[config.mk]
export PLATFORM = sky130hd
export DESIGN_NAME = fifo_led_player
export DESIGN_NICKNAME = d
export VERILOG_FILES = /design/src/rtl/fifo_led_player.sv
export SDC_FILE = /design/constraint.sdc
export NUM_CORES = 1
export LEC_CHECK = 0
export ABC_CLOCK_PERIOD_IN_PS = 3000
export CORE_AREA = 10 10 93 74
export DETAILED_ROUTE_END_ITERATION = 8
export DIE_AREA = 0 0 103 84
export PLACE_DENSITY = 0.77
export RECOVER_POWER = 25
export SLEW_MARGIN = 20
export SYNTH_ARGS = -nofsm -noshare
export SYNTH_HDL_FRONTEND = slang
export SYNTH_SLANG_ARGS = --single-unit
[constraint.sdc]
create_clock -name clk -period 3 [get_ports clk]
set_input_delay 0.3 -clock clk [delete_from_list [all_inputs] [get_ports clk]]
set_output_delay 0.3 -clock clk [all_outputs]
set_load 0.03 [all_outputs]
[src/rtl/fifo_led_player.sv]
// fifo_led_player: paced reader for a standard-mode (non-FWFT) FIFO.
// Each popped word is shown on the LEDs for hold_cycles+3 cycles in total:
// one IDLE cycle that issues the read, one FETCH cycle while the FIFO's
// registered data arrives, and hold_cycles+1 SHOW cycles.
// Optional feature macro: FIFO_LED_PLAYER_BLINK_EN. When it is defined, the
// last word blinks on the LEDs while the block waits in IDLE on an empty FIFO.
//
// Handshake: fifo_rd_en is a single-cycle request that is issued only in IDLE,
// only when en=1, fifo_empty=0 and rst=0. The FIFO presents the word on
// fifo_dout in the following cycle, which is always FETCH, so no separate
// valid signal is needed.
module fifo_led_player #(
  parameter int DATA_W = 4,
  parameter int HOLD_W = 24
) (
  input  logic              clk,
  input  logic              rst,
  input  logic              en,
  input  logic [HOLD_W-1:0] hold_cycles,
  input  logic              fifo_empty,
  input  logic [DATA_W-1:0] fifo_dout,
  output logic              fifo_rd_en,
  output logic [DATA_W-1:0] led,
  output logic              busy,
  output logic              word_strobe,
  output logic [15:0]       word_count
);

  typedef enum logic [1:0] {
    IDLE  = 2'd0,
    FETCH = 2'd1,
    SHOW  = 2'd2
  } state_t;

  state_t            state;
  state_t            state_next;
  logic [HOLD_W-1:0] hold_cnt;
  logic [DATA_W-1:0] last_word;
  logic              hold_zero;

  assign hold_zero = (hold_cnt == '0);

  // Next-state decode and the combinational read strobe.
  always_comb begin
    state_next = state;
    fifo_rd_en = 1'b0;
    case (state)
      IDLE: begin
        if (!rst && en && !fifo_empty) begin
          fifo_rd_en = 1'b1;
          state_next = FETCH;
        end
      end
      FETCH: begin
        state_next = SHOW;
      end
      SHOW: begin
        if (hold_zero) begin
          state_next = IDLE;
        end
      end
      default: begin
        state_next = IDLE;
      end
    endcase
  end

  // State register.
  always_ff @(posedge clk) begin
    if (rst) begin
      state <= IDLE;
    end else begin
      state <= state_next;
    end
  end

  // busy is a registered copy of "next state is not IDLE", so it is high
  // exactly while the current state is FETCH or SHOW.
  always_ff @(posedge clk) begin
    if (rst) begin
      busy <= 1'b0;
    end else begin
      busy <= (state_next != IDLE);
    end
  end

  // Word capture, hold counter, strobe and word counter. The word is taken
  // from fifo_dout only in FETCH; a read cut short by rst is simply lost.
  always_ff @(posedge clk) begin
    if (rst) begin
      last_word   <= '0;
      hold_cnt    <= '0;
      word_count  <= '0;
      word_strobe <= 1'b0;
    end else begin
      word_strobe <= 1'b0;
      case (state)
        FETCH: begin
          last_word   <= fifo_dout;
          hold_cnt    <= hold_cycles;
          word_count  <= word_count + 16'd1;
          word_strobe <= 1'b1;
        end
        SHOW: begin
          if (!hold_zero) begin
            hold_cnt <= hold_cnt - 1'b1;
          end
`ifdef FIFO_LED_PLAYER_BLINK_EN
          else begin
            // Leaving SHOW: arm the counter to time the first blink phase.
            hold_cnt <= hold_cycles;
          end
`endif
        end
        IDLE: begin
`ifdef FIFO_LED_PLAYER_BLINK_EN
          // The hold counter doubles as the blink phase timer while waiting.
          if (fifo_empty) begin
            if (hold_zero) begin
              hold_cnt <= hold_cycles;
            end else begin
              hold_cnt <= hold_cnt - 1'b1;
            end
          end
`endif
        end
        default: begin
          hold_cnt <= hold_cnt;
        end
      endcase
    end
  end

`ifdef FIFO_LED_PLAYER_BLINK_EN
  logic blink_on;

  // Blink phase: starts dark on every entry to IDLE, flips when a phase ends.
  always_ff @(posedge clk) begin
    if (rst) begin
      blink_on <= 1'b0;
    end else if (state == SHOW) begin
      blink_on <= 1'b0;
    end else if (state == IDLE && fifo_empty && hold_zero) begin
      blink_on <= ~blink_on;
    end
  end

  // LEDs blank during the dark phase of an empty-FIFO wait.
  assign led = (state == IDLE && fifo_empty && !blink_on) ? '0 : last_word;
`else
  // LEDs show the last fetched word steadily.
  assign led = last_word;
`endif

endmodule

**Word-level counts from Yosys, hierarchy flattened**

Index checks and enable logic that the tools add are counted.

- Input port bits: 32
- Flip-flop bits (word level): 48
- Bits in read-only memories: 0
- Output and inout bits: 23
- Bits in latches: 0
- Memories kept: 0
- RAM bits: 0

- Shift operators: 0
- Div/mod/pow operators: 0
- Muxes and demuxes: 8
- Reductions and logical operators: 9
- Equal/unequal tests: 3
- $add $sub $neg: 2
- Magnitude comparators: 0
- Bitwise logic cells: 0
- Multipliers: 0

Operators with widths:

| kind | number |
|---|---|
| $pmux W24 S2 | 1 |
| $logic_not A24 Y1 | 1 |
| $mux W24 | 1 |
| $sub A24 B1 Y24 const B | 1 |
| $add A16 B1 Y16 const B | 1 |
| $pmux W2 S3 | 1 |
| $mux W2 | 2 |
| $reduce_bool A2 Y1 | 2 |
| $mux W1 | 3 |
| $eq A2 B1 Y1 const B | 1 |
| $eq A2 B2 Y1 const B | 1 |
| $logic_and A1 B1 Y1 | 2 |
| $logic_not A1 Y1 | 2 |
| $logic_not A2 Y1 | 1 |
| $ne A2 B2 Y1 const B | 1 |
| $reduce_and A2 Y1 | 1 |

**Longest topological paths before layout**

Gate-level depths: netlist (run 1).

- Word-level depth: 6
- Gate-level depth with buffers: 8
- Mapped depth without buffers: 7

**Least setup slack after synthesis (run 1)**

No wires, ideal clock.

- Path type: reg-to-reg
- Start: register hold_cnt[0]
- End: register hold_cnt[21]
- Slack: 783 ps
- Clock period less this slack: 2217 ps
- Library setup time: 59 ps
- Cell stages (with the launch flop): 8
- Required time: 2941 ps
- Data arrival time: 2158 ps
- Cells stage by stage: dfxtp_1 -> or4_1 -> buf_2 -> or4_1 -> buf_2 -> o41a_1 -> a221oi_2 -> a31o_1

- Longest elaborated chain between the ends: 3
- Elaborated cells on any way between the ends: 6
- Classes of those cells: add/sub (1); eq/ne (1); mux (2); reduce/logical (2)

Ends and longest elaborated chain:

| what | RTL line | text |
|---|---|---|
| start: declaration | 37 | `logic [HOLD_W-1:0] hold_cnt;` |
| start signal: assignment | 100 | `hold_cnt <= hold_cycles;` |
| start signal: assignment | 106 | `hold_cnt <= hold_cnt - 1'b1;` |
| start signal: assignment | 128 | `hold_cnt <= hold_cnt;` |
| $sub A24 B1 Y24 or $logic_not A24 Y1 (tied branches) | 106, 41 |  |
| $mux W24 or $ne A2 B2 Y1 (tied branches) | - |  |
| $pmux W24 S2 or $reduce_and A2 Y1 (tied branches) | - |  |

Parallel ways exist; a longest one is shown, timed or not. The select of a mux whose other input is x is not followed.
A chain may end at the register's enable or synchronous reset.

**Worst setup path in the final report (run 1)**

- Start: register hold_cnt[0]
- End: register hold_cnt[1]

Same word-level chain as after synthesis.

==> results of run 1 <==
## layer usage
metal | vias up | wire (um) | track usage (%)
li1 | 1249 | - | -
met2 | 109 | 3105 | 24.50
met4 | 0 | 61 | 3.783
met5 | - | 0 | 0
met3 | 7 | 708 | 6.209
met1 | 1169 | 3218 | 22.96
## cell usage after synthesis (all sizes together) (4+ instances only)
| master | instances | area share (%) |
|---|---|---|
| a221oi | 6 | 2.3 |
| mux2i | 5 | 2.0 |
| a21oi | 24 | 4.8 |
| dfxtp | 48 | 38 |
| buf | 6 | 1.0 |
| nand3 | 9 | 1.8 |
| nand4 | 7 | 1.7 |
| nor2 | 28 | 4.2 |
| o21ai | 9 | 1.8 |
| o31ai | 4 | 1.2 |
| xor2 | 9 | 3.1 |
| xnor2 | 10 | 3.5 |
| clkbuf | 13 | 1.9 |
| nor4 | 14 | 3.7 |
| nor3 | 10 | 2.2 |
| a31oi | 4 | 0.99 |
| inv | 6 | 0.89 |
| a31o | 4 | 1.4 |
| or4 | 5 | 1.5 |
| nand2 | 33 | 4.9 |
| and3 | 5 | 1.2 |
| or3 | 8 | 2.0 |
## area by class of cell
type                            instances  share of cell area [%]
Sequential cell                        48                   29.85
Inverter                                6                  0.6996
Timing Repair Buffer                   63                   18.69
Clock buffer                            7                   2.682
Tap cell                               62                   2.410
Multi-Input combinational cell        236                   45.43
Clock inverter                          1                  0.2332
## through the flow
step / instance area (sq um) / hold slack (ns)
floorplan: 2521 / 0.3786
detailed placement: 3132 / 0.4479
finish: 3219 / 0.4535
CTS: 3226 / 0.4592
global placement: 3132 / 0.4414
global route: 3219 / 0.4947
## final timing paths
path               startpoint          end  slack, ns  depth (start not counted)
setup / recovery  hold_cnt[0]  hold_cnt[1]       0.58                          8
hold / removal         led[1]       led[1]       0.45                          2
setup reg to reg  hold_cnt[0]  hold_cnt[1]       0.58                          8
hold reg to reg        led[1]       led[1]       0.45                          2
## critical path: stages, from the launching register on
cell     delay, ns
dfxtp_1       0.36
inv_1         0.07
ha_1          0.17
nor3b_1       0.38
nand4_1       0.45
o21ai_0       0.28
buf_4         0.17
mux2_2        0.33
o22ai_1       0.15
## cell families after synthesis
family | share of synthesized area (%)
AND/OR/NAND/NOR | 28.09
AO/OA/AOI/OAI | 19.45
flip-flops | 38.11
buffers and inverters | 3.871
XOR/XNOR | 6.601
multiplexers | 2.878
adder cells (fa/ha/maj) | 0.9924
## sequential cells by signal (all words and copies together), names as in the netlist
signal       count
hold_cnt        24
word_count      16
led              4
state            2
busy             1
word_strobe      1
## power by group through the flow
stage                     registers (W)  clock network, W  logic (W)
after floorplan                0.000722                 0   0.000305
after global placement         0.000726                 0   0.000427
after detailed placement       0.000728                 0   0.000429
after CTS                      0.000713          0.000420   0.000432
after global routing           0.000721          0.000451   0.000486
final                          0.000714          0.000413   0.000437
## placed cells by master (no fill, tap or decap), drive strengths merged, types with 9 or more instances in the layout
master          n
nor4           14
buf             9
dfxtp          48
nor2           28
nand2          33
xor2            9
xnor2          10
a21oi          24
nor3           10
clkdlybuf4s50  41
nand3           9
o21ai           9
dlygate4sd3    12
==> impl_metrics.env, run 1 <==
export IMPL_status="finished clean"
export IMPL_drive_gt1_share_pct=7.479
export IMPL_synth_seq_cells=48
export IMPL_path_max_fanout=10
export IMPL_fin_crit_sh_pct=80.62
export IMPL_clock_skew_ns=0.007416
export IMPL_vias=2534
export IMPL_rsz0062_at_grt="false"
export IMPL_path_clk_slew_ns=0.09
export IMPL_critical_path_class="register to register"
export IMPL_dp_hpwl_um=5023
export IMPL_tightest_slew_ns=0.7068
export IMPL_io_pins=55
export IMPL_fin_ws_ns=0.5813
export IMPL_diodes=0
export IMPL_period_needed_ns=2.419
export IMPL_gp_congestion=0.9017
export IMPL_finalMaxSlewViolations=0
export IMPL_synth_warnings=0
export IMPL_area_growth_syn_to_layout_pct=27.69
export IMPL_portBuffers=54
export IMPL_syn_inst=309
export IMPL_stdcell_count=423
export IMPL_numCtsBuffers=5
export IMPL_track_usage_pct=16.88
export IMPL_netlist_cell_type_count=54
export IMPL_ys_flop_type="dfxtp_1"
export IMPL_power_leakage_nw=1.169
export IMPL_pre_cts_ws_ns=0.6642
export IMPL_p_total_w=0.001564
export IMPL_htreeDepth=2
export IMPL_p_switching_w=0.0005215
export IMPL_clkPwrFrac_pct=26.4
export IMPL_worstHoldPathType="register to register"
export IMPL_setup_viol=0
export IMPL_regArea_sq_um=960.9
export IMPL_core_area_sq_um=5180
export IMPL_synth_edf_count=0
export IMPL_clk_latency_ns=0.31
export IMPL_cts_tree="built"
export IMPL_startpoint_type="register"
export IMPL_antenna_found_initial=0
export IMPL_relSlewSlack_pct=52.45
export IMPL_arrival_ns=2.65
export IMPL_hold_viol=0
export IMPL_cp_required_ns=3.24
export IMPL_post_cts_buffers=0
export IMPL_syn_area_sq_um=2521
export IMPL_drtIter0Drc=269
export IMPL_dp_cells=415
export IMPL_max_freq_mhz=413.4
export IMPL_worst_setup_path_end_kind="register"
export IMPL_cts_sinks=48
export IMPL_pwr_share_comb_pct=28.0
export IMPL_dr_pass1_iters=7
export IMPL_drcViolationCount=0
export IMPL_die_w_um=103
export IMPL_p_int_w=0.001043
export IMPL_maxCapViolCount=0
export IMPL_final_util_pct=62.15
export IMPL_rows=23
export IMPL_detail_route_vias_per_cell=5.991
export IMPL_routed_wl_um=7093
export IMPL_ys_seq_area_share_pct=38.11
export IMPL_cts_hold_buf=0
export IMPL_die_area_sq_um=8652
export IMPL_die_y_um=84
export IMPL_grt_pass1_wl_um=12140
export IMPL_syn_num_nets=343
export IMPL_async_reset_ff_share_pct=0
export IMPL_nets=394
export IMPL_multiInputGateArea_sq_um=1463
export IMPL_grt_overflow_total=0
export IMPL_grt_max_degree=48
export IMPL_peakVddDrop_mv=0.3084
export IMPL_fill_cells=468
export IMPL_syn_avg_cell_area_sq_um=8.159
export IMPL_p_seq_share_pct=45.6
export IMPL_drtAntennaViolNets=0
export IMPL_grt_pass1_vias=2451
export IMPL_ctsResizeCount=0
export IMPL_wl_per_cell_um=16.77
export IMPL_start_util_pct=48.67
export IMPL_p_per_area_nw_per_um2=486.0
export IMPL_p_sw_share_pct=33.34
export IMPL_clk_path_buf_depth=2
export IMPL_fin_tns_setup_ns=0
export IMPL_cts_root_buf="clkbuf_8"
No activity file was read; power rests on OpenSTA's default activity.
==> run 2: changes to the inputs <==
Settings changed: ABC_CLOCK_PERIOD_IN_PS 3000 to 2400.
Clock period 3 ns to 2.4 ns, I/O delays scaled along.
==> impl_metrics.env, run 2 (synthesis gave the netlist of run 1 again) <==
export IMPL_die_area_sq_um=8652
export IMPL_die_y_um=84
export IMPL_p_per_area_nw_per_um2=628.1
export IMPL_grt_pass1_vias=2428
export IMPL_numCtsBuffers=5
export IMPL_ff2ff_setup_slack_ns=0.21
export IMPL_slowest_stage="nor4_1"
export IMPL_post_cts_buffers=0
export IMPL_mostFrequentLayoutCells="clkdlybuf4s50_1, dfxtp_1, nand2_1"
export IMPL_dr_pass1_iters=5
export IMPL_clk_latency_ns=0.31
export IMPL_worst_setup_path_end_kind="register"
export IMPL_arrival_ns=2.44
export IMPL_maxCapViolCount=0
export IMPL_clock_skew_ns=0.006591
export IMPL_fin_crit_sh_pct=91.17
export IMPL_grt_overflow_total=0
export IMPL_peakVddDrop_mv=0.3781
export IMPL_rsz0062_at_grt="false"
export IMPL_crit_path_start="hold_cnt[8]"
export IMPL_routed_wl_um=7169
export IMPL_cp_required_ns=2.65
export IMPL_path_max_fanout=8
export IMPL_status="finished clean"
export IMPL_fin_tns_setup_ns=0
export IMPL_cts_hold_buf=0
export IMPL_power_leakage_nw=1.184
export IMPL_drcViolationCount=0
export IMPL_area_growth_syn_to_layout_pct=30.72
export IMPL_crit_chain="nor4_1 > nand2b_1 > o41a_1 > a221oi_2 > a31o_1"
export IMPL_rows=23
export IMPL_grt_pass1_wl_um=12180
export IMPL_cts_root_buf="clkbuf_8"
export IMPL_r2r_start="hold_cnt[8]"
export IMPL_io_pins=55
export IMPL_grt_max_degree=48
export IMPL_start_util_pct=48.67
export IMPL_drtIter0Drc=219
export IMPL_worstSetupEndpoint="hold_cnt[21]"
export IMPL_relSlewSlack_pct=60.03
export IMPL_cts_sinks=48
export IMPL_tightest_slew_ns=0.5995
export IMPL_clk_path_buf_depth=2
export IMPL_drtAntennaViolNets=0
export IMPL_cts_tree="built"
export IMPL_max_freq_mhz=457.0
export IMPL_die_w_um=103
export IMPL_p_total_w=0.002070
export IMPL_gp_congestion=0.8729
export IMPL_worstReg2RegEnd="hold_cnt[21]"
export IMPL_portBuffers=54
export IMPL_dp_hpwl_um=5151
export IMPL_startpoint_type="register"
export IMPL_largest_reg_flops=24
export IMPL_nets=403
export IMPL_htreeDepth=2
export IMPL_diodes=0
export IMPL_detail_route_vias_per_cell=5.993
export IMPL_finalMaxSlewViolations=0
export IMPL_hold_viol=0
export IMPL_worstHoldPathType="register to register"
export IMPL_setup_viol=0
export IMPL_cpPeakStageDelay_ns=0.51
export IMPL_track_usage_pct=16.98
export IMPL_final_common_cell="clkdlybuf4s50_1"
export IMPL_reg2regPathDepth=5
export IMPL_vias=2589
export IMPL_critical_path_class="register to register"
export IMPL_max_flop_register="hold_cnt"
export IMPL_core_area_sq_um=5180
export IMPL_drive_gt1_share_pct=9.459
export IMPL_path_clk_slew_ns=0.09
export IMPL_period_needed_ns=2.188
export IMPL_wl_per_cell_um=16.59
export IMPL_antenna_found_initial=0
## run 2: changes by cell type in the layout (fill, tap and decap cells not counted)
cell,previous run,this run
dlygate4sd3_1,12,4
clkbuf_8,6,5
clkbuf_2,0,1
or4_4,0,1
or4_1,5,4
clkdlybuf4s50_1,41,49
clkinv_2,0,1
buf_4,9,14
bufinv_16,0,1
nor3b_2,0,1
nor3b_1,1,0
clkinvlp_4,1,0
clkbuf_1,2,5
## run 2: how the worst min path moves through the flow
stage | cells after the start | to | startpoint
3_3_place_gp | 2 | led[1] | led[1]
2_1_floorplan | 1 | state[0] | fifo_empty
6_report | 2 | led[0] | led[0]
3_5_place_dp | 2 | led[1] | led[1]
5_1_grt | 3 | led[0] | fifo_dout[0]
4_1_cts | 2 | led[1] | led[1]
## run 2: final cells by class
cell class / instances / area, sq um
fillers: 455 / 1884
multi-input cells: 236 / 1471
flip-flops and latches: 48 / 960.9
repair buffers: 72 / 655.6
well taps: 62 / 77.57
clock buffers: 6 / 72.57
clock inverters: 2 / 35.03
inverters: 6 / 22.52
## run 2: power breakdown
part / total, W / switching [W] / internal (W)
logic: 0.000589 / 0.000327 / 0.000262
clock network: 0.000589 / 0.000280 / 0.000310
registers: 0.000892 / 0.0000523 / 0.000839
total: 0.00207 / 0.000659 / 0.00141
## run 2: routing by layer
layer,routed length [um],GRT usage (%),up-vias
li1,-,-,1259
met1,3167,23.17,1211
met2,3243,24.78,109
met3,683,6.126,10
met4,74,3.531,0
met5,0,0,-
## run 2: repair_timing
| item | 4_1_cts | 5_1_grt |
|---|---|---|
| gates resized for setup | 0 | 2 |
| endpoints found under the hold margin | 0 | 0 |
| setup endpoints to repair | 0 | 5 |
## run 2: through the flow
stage	utilization, %	cells	area [sq um]	worst slack, ns	hold WS (ns)
finish	63.62	432	3296	0.2120	0.4616
global route	63.62	432	3296	0.05909	0.4843
CTS	63.84	432	3307	0.1175	0.4689
detailed placement	61.76	424	3199	0.1496	0.4526
global placement	61.76	424	3199	0.1901	0.4416
floorplan	-	309	2521	0.1832	0.3186
## run 2: critical path: cells and delay by family, from the launching register on
kind | cells | cell delay [ns]
AOI/OAI and AO/OA | 3 | 0.88
DFF | 1 | 0.39
and+or+nand+nor | 2 | 0.87
==> run 3: changes to the inputs <==
Settings changed: GPL_TIMING_DRIVEN set to 0.
==> impl_metrics.env, run 3 (synthesis gave the netlist of run 1 again) <==
export IMPL_cts_sinks=48
export IMPL_hold_viol=0
export IMPL_power_leakage_nw=1.210
export IMPL_clk_path_buf_depth=2
export IMPL_largest_reg_flops=24
export IMPL_dp_hpwl_um=5491
export IMPL_stdcell_count=436
export IMPL_max_flop_register="hold_cnt"
export IMPL_die_area_sq_um=8652
export IMPL_startpoint_type="register"
export IMPL_max_freq_mhz=434.1
export IMPL_cts_root_buf="clkbuf_8"
export IMPL_hp_start="led[3]"
export IMPL_p_per_area_nw_per_um2=643.8
export IMPL_antenna_found_initial=0
export IMPL_io_pins=55
export IMPL_path_clk_slew_ns=0.09
export IMPL_path_max_fanout=7
export IMPL_dp_cells=425
export IMPL_fin_ws_ns=0.09664
export IMPL_clk_latency_ns=0.32
export IMPL_gp_congestion=0.8715
export IMPL_crit_path_start="hold_cnt[0]"
export IMPL_numCtsBuffers=5
export IMPL_status="finished clean"
export IMPL_drive_gt1_share_pct=9.626
export IMPL_diodes=0
export IMPL_vias=2636
export IMPL_critical_path_class="register to register"
export IMPL_design_area_sq_um=3332
export IMPL_place_area_sq_um=3139
export IMPL_period_needed_ns=2.303
export IMPL_track_usage_pct=17.43
export IMPL_cp_required_ns=2.67
export IMPL_reg2regPathDepth=7
export IMPL_die_y_um=84
export IMPL_nets=407
export IMPL_worst_setup_path_end_kind="register"
export IMPL_ff2ff_setup_slack_ns=0.1
export IMPL_relSlewSlack_pct=58.81
export IMPL_core_area_sq_um=5180
export IMPL_grt_pass1_vias=2513
export IMPL_peakVddDrop_mv=0.3520
export IMPL_dr_pass1_iters=4
export IMPL_r2r_start="hold_cnt[0]"
export IMPL_hold_end="led[3]"
export IMPL_pre_cts_ws_ns=-0.4533
export IMPL_mostFrequentLayoutCells="dfxtp_1, clkdlybuf4s50_1, nand2_1"
export IMPL_drtIter0Drc=192
export IMPL_detail_route_vias_per_cell=6.046
export IMPL_hold_depth=2
export IMPL_grt_pass1_wl_um=12300
export IMPL_die_w_um=103
export IMPL_setup_viol=0
export IMPL_clock_skew_ns=0.01059
export IMPL_arrival_ns=2.57
export IMPL_rows=23
export IMPL_rsz0062_at_grt="false"
export IMPL_area_growth_syn_to_layout_pct=32.16
export IMPL_start_util_pct=48.67
export IMPL_portBuffers=54
export IMPL_drcViolationCount=0
export IMPL_worstReg2RegEnd="hold_cnt[21]"
export IMPL_worstHoldPathType="register to register"
export IMPL_tightest_slew_ns=0.6179
export IMPL_worst_hold_slack_ns=0.4625
export IMPL_htreeDepth=2
export IMPL_wl_per_cell_um=17.37
export IMPL_cts_hold_buf=0
export IMPL_cts_tree="built"
export IMPL_routed_wl_um=7573
export IMPL_finalMaxSlewViolations=0
export IMPL_final_common_cell="dfxtp_1"
export IMPL_maxCapViolCount=0
export IMPL_fin_crit_sh_pct=95.97
export IMPL_grt_max_degree=16
export IMPL_grt_overflow_total=0
export IMPL_drtAntennaViolNets=0
[run 3: changes by cell type in the layout (fill, tap and decap cells not counted), sizes merged]
cell and delta:
clkbuf +8, clkdlybuf4s50 -11, dlygate4sd2 +1, dlygate4sd3 +11, buf -6, clkinvlp +1
[run 3: worst max path at each step]
| stage | end | cells past startpoint | slack, ns |
|---|---|---|---|
| 2_1_floorplan | hold_cnt[21] | 7 | 0.18 |
| 3_5_place_dp | hold_cnt[3] | 8 | -0.45 |
| 3_3_place_gp | hold_cnt[3] | 8 | -0.44 |
| 4_1_cts | hold_cnt[3] | 6 | 0.01 |
| 5_1_grt | hold_cnt[21] | 7 | 0.003 |
| 6_report | hold_cnt[21] | 7 | 0.1 |
[run 3: final cells by class]
| class | instances | area (sq um) |
|---|---|---|
| Buffer | 19 | 85.08 |
| Clock buffer | 5 | 68.82 |
| Clock inverter | 3 | 42.54 |
| Fill cell | 483 | 1848 |
| Inverter | 6 | 22.52 |
| Multi-Input combinational cell | 236 | 1511 |
| Sequential cell | 48 | 962.2 |
| Tap cell | 62 | 77.57 |
| Timing Repair Buffer | 57 | 561.8 |
[run 3: routing by layer]
metal  GRT usage [%]  vias to the layer above  share of wire, %
met1           23.83                     1245                44
met3           4.056                       12               9.5
met5               0                        -                 0
met2           25.76                      109                45
met4           6.179                        0               1.6
li1                -                     1270                 -
[run 3: critical path: stages, from the launching register on]
cell,delay [ns]
dfxtp_2,0.35
or4_1,0.51
buf_4,0.17
or4_4,0.41
buf_6,0.15
o41a_1,0.32
a221oi_2,0.22
a31o_1,0.12
[run 3: metrics by stage]
stage / setup TNS [ns] / util [%] / total power [W]
after CTS: 0 / 63.45 / 0.002101
after floorplan: 0 / - / 0.001284
after global routing: 0 / 64.32 / 0.002236
after global placement: -4.776 / 60.60 / 0.001447
after detailed placement: -4.969 / 60.60 / 0.001461
final: 0 / 64.32 / 0.002145
[run 3: where the power goes]
part / internal [W] / switching [W]
clock network: 0.000309 / 0.000300
registers: 0.000840 / 0.0000492
logic: 0.000284 / 0.000364
[run 3: repair_timing]
action / in CTS / in global routing
pin swaps: 1 / 1
endpoints found under the setup margin: 19 / 21
setup buffers: 3 / 0
resized for setup: 5 / 14
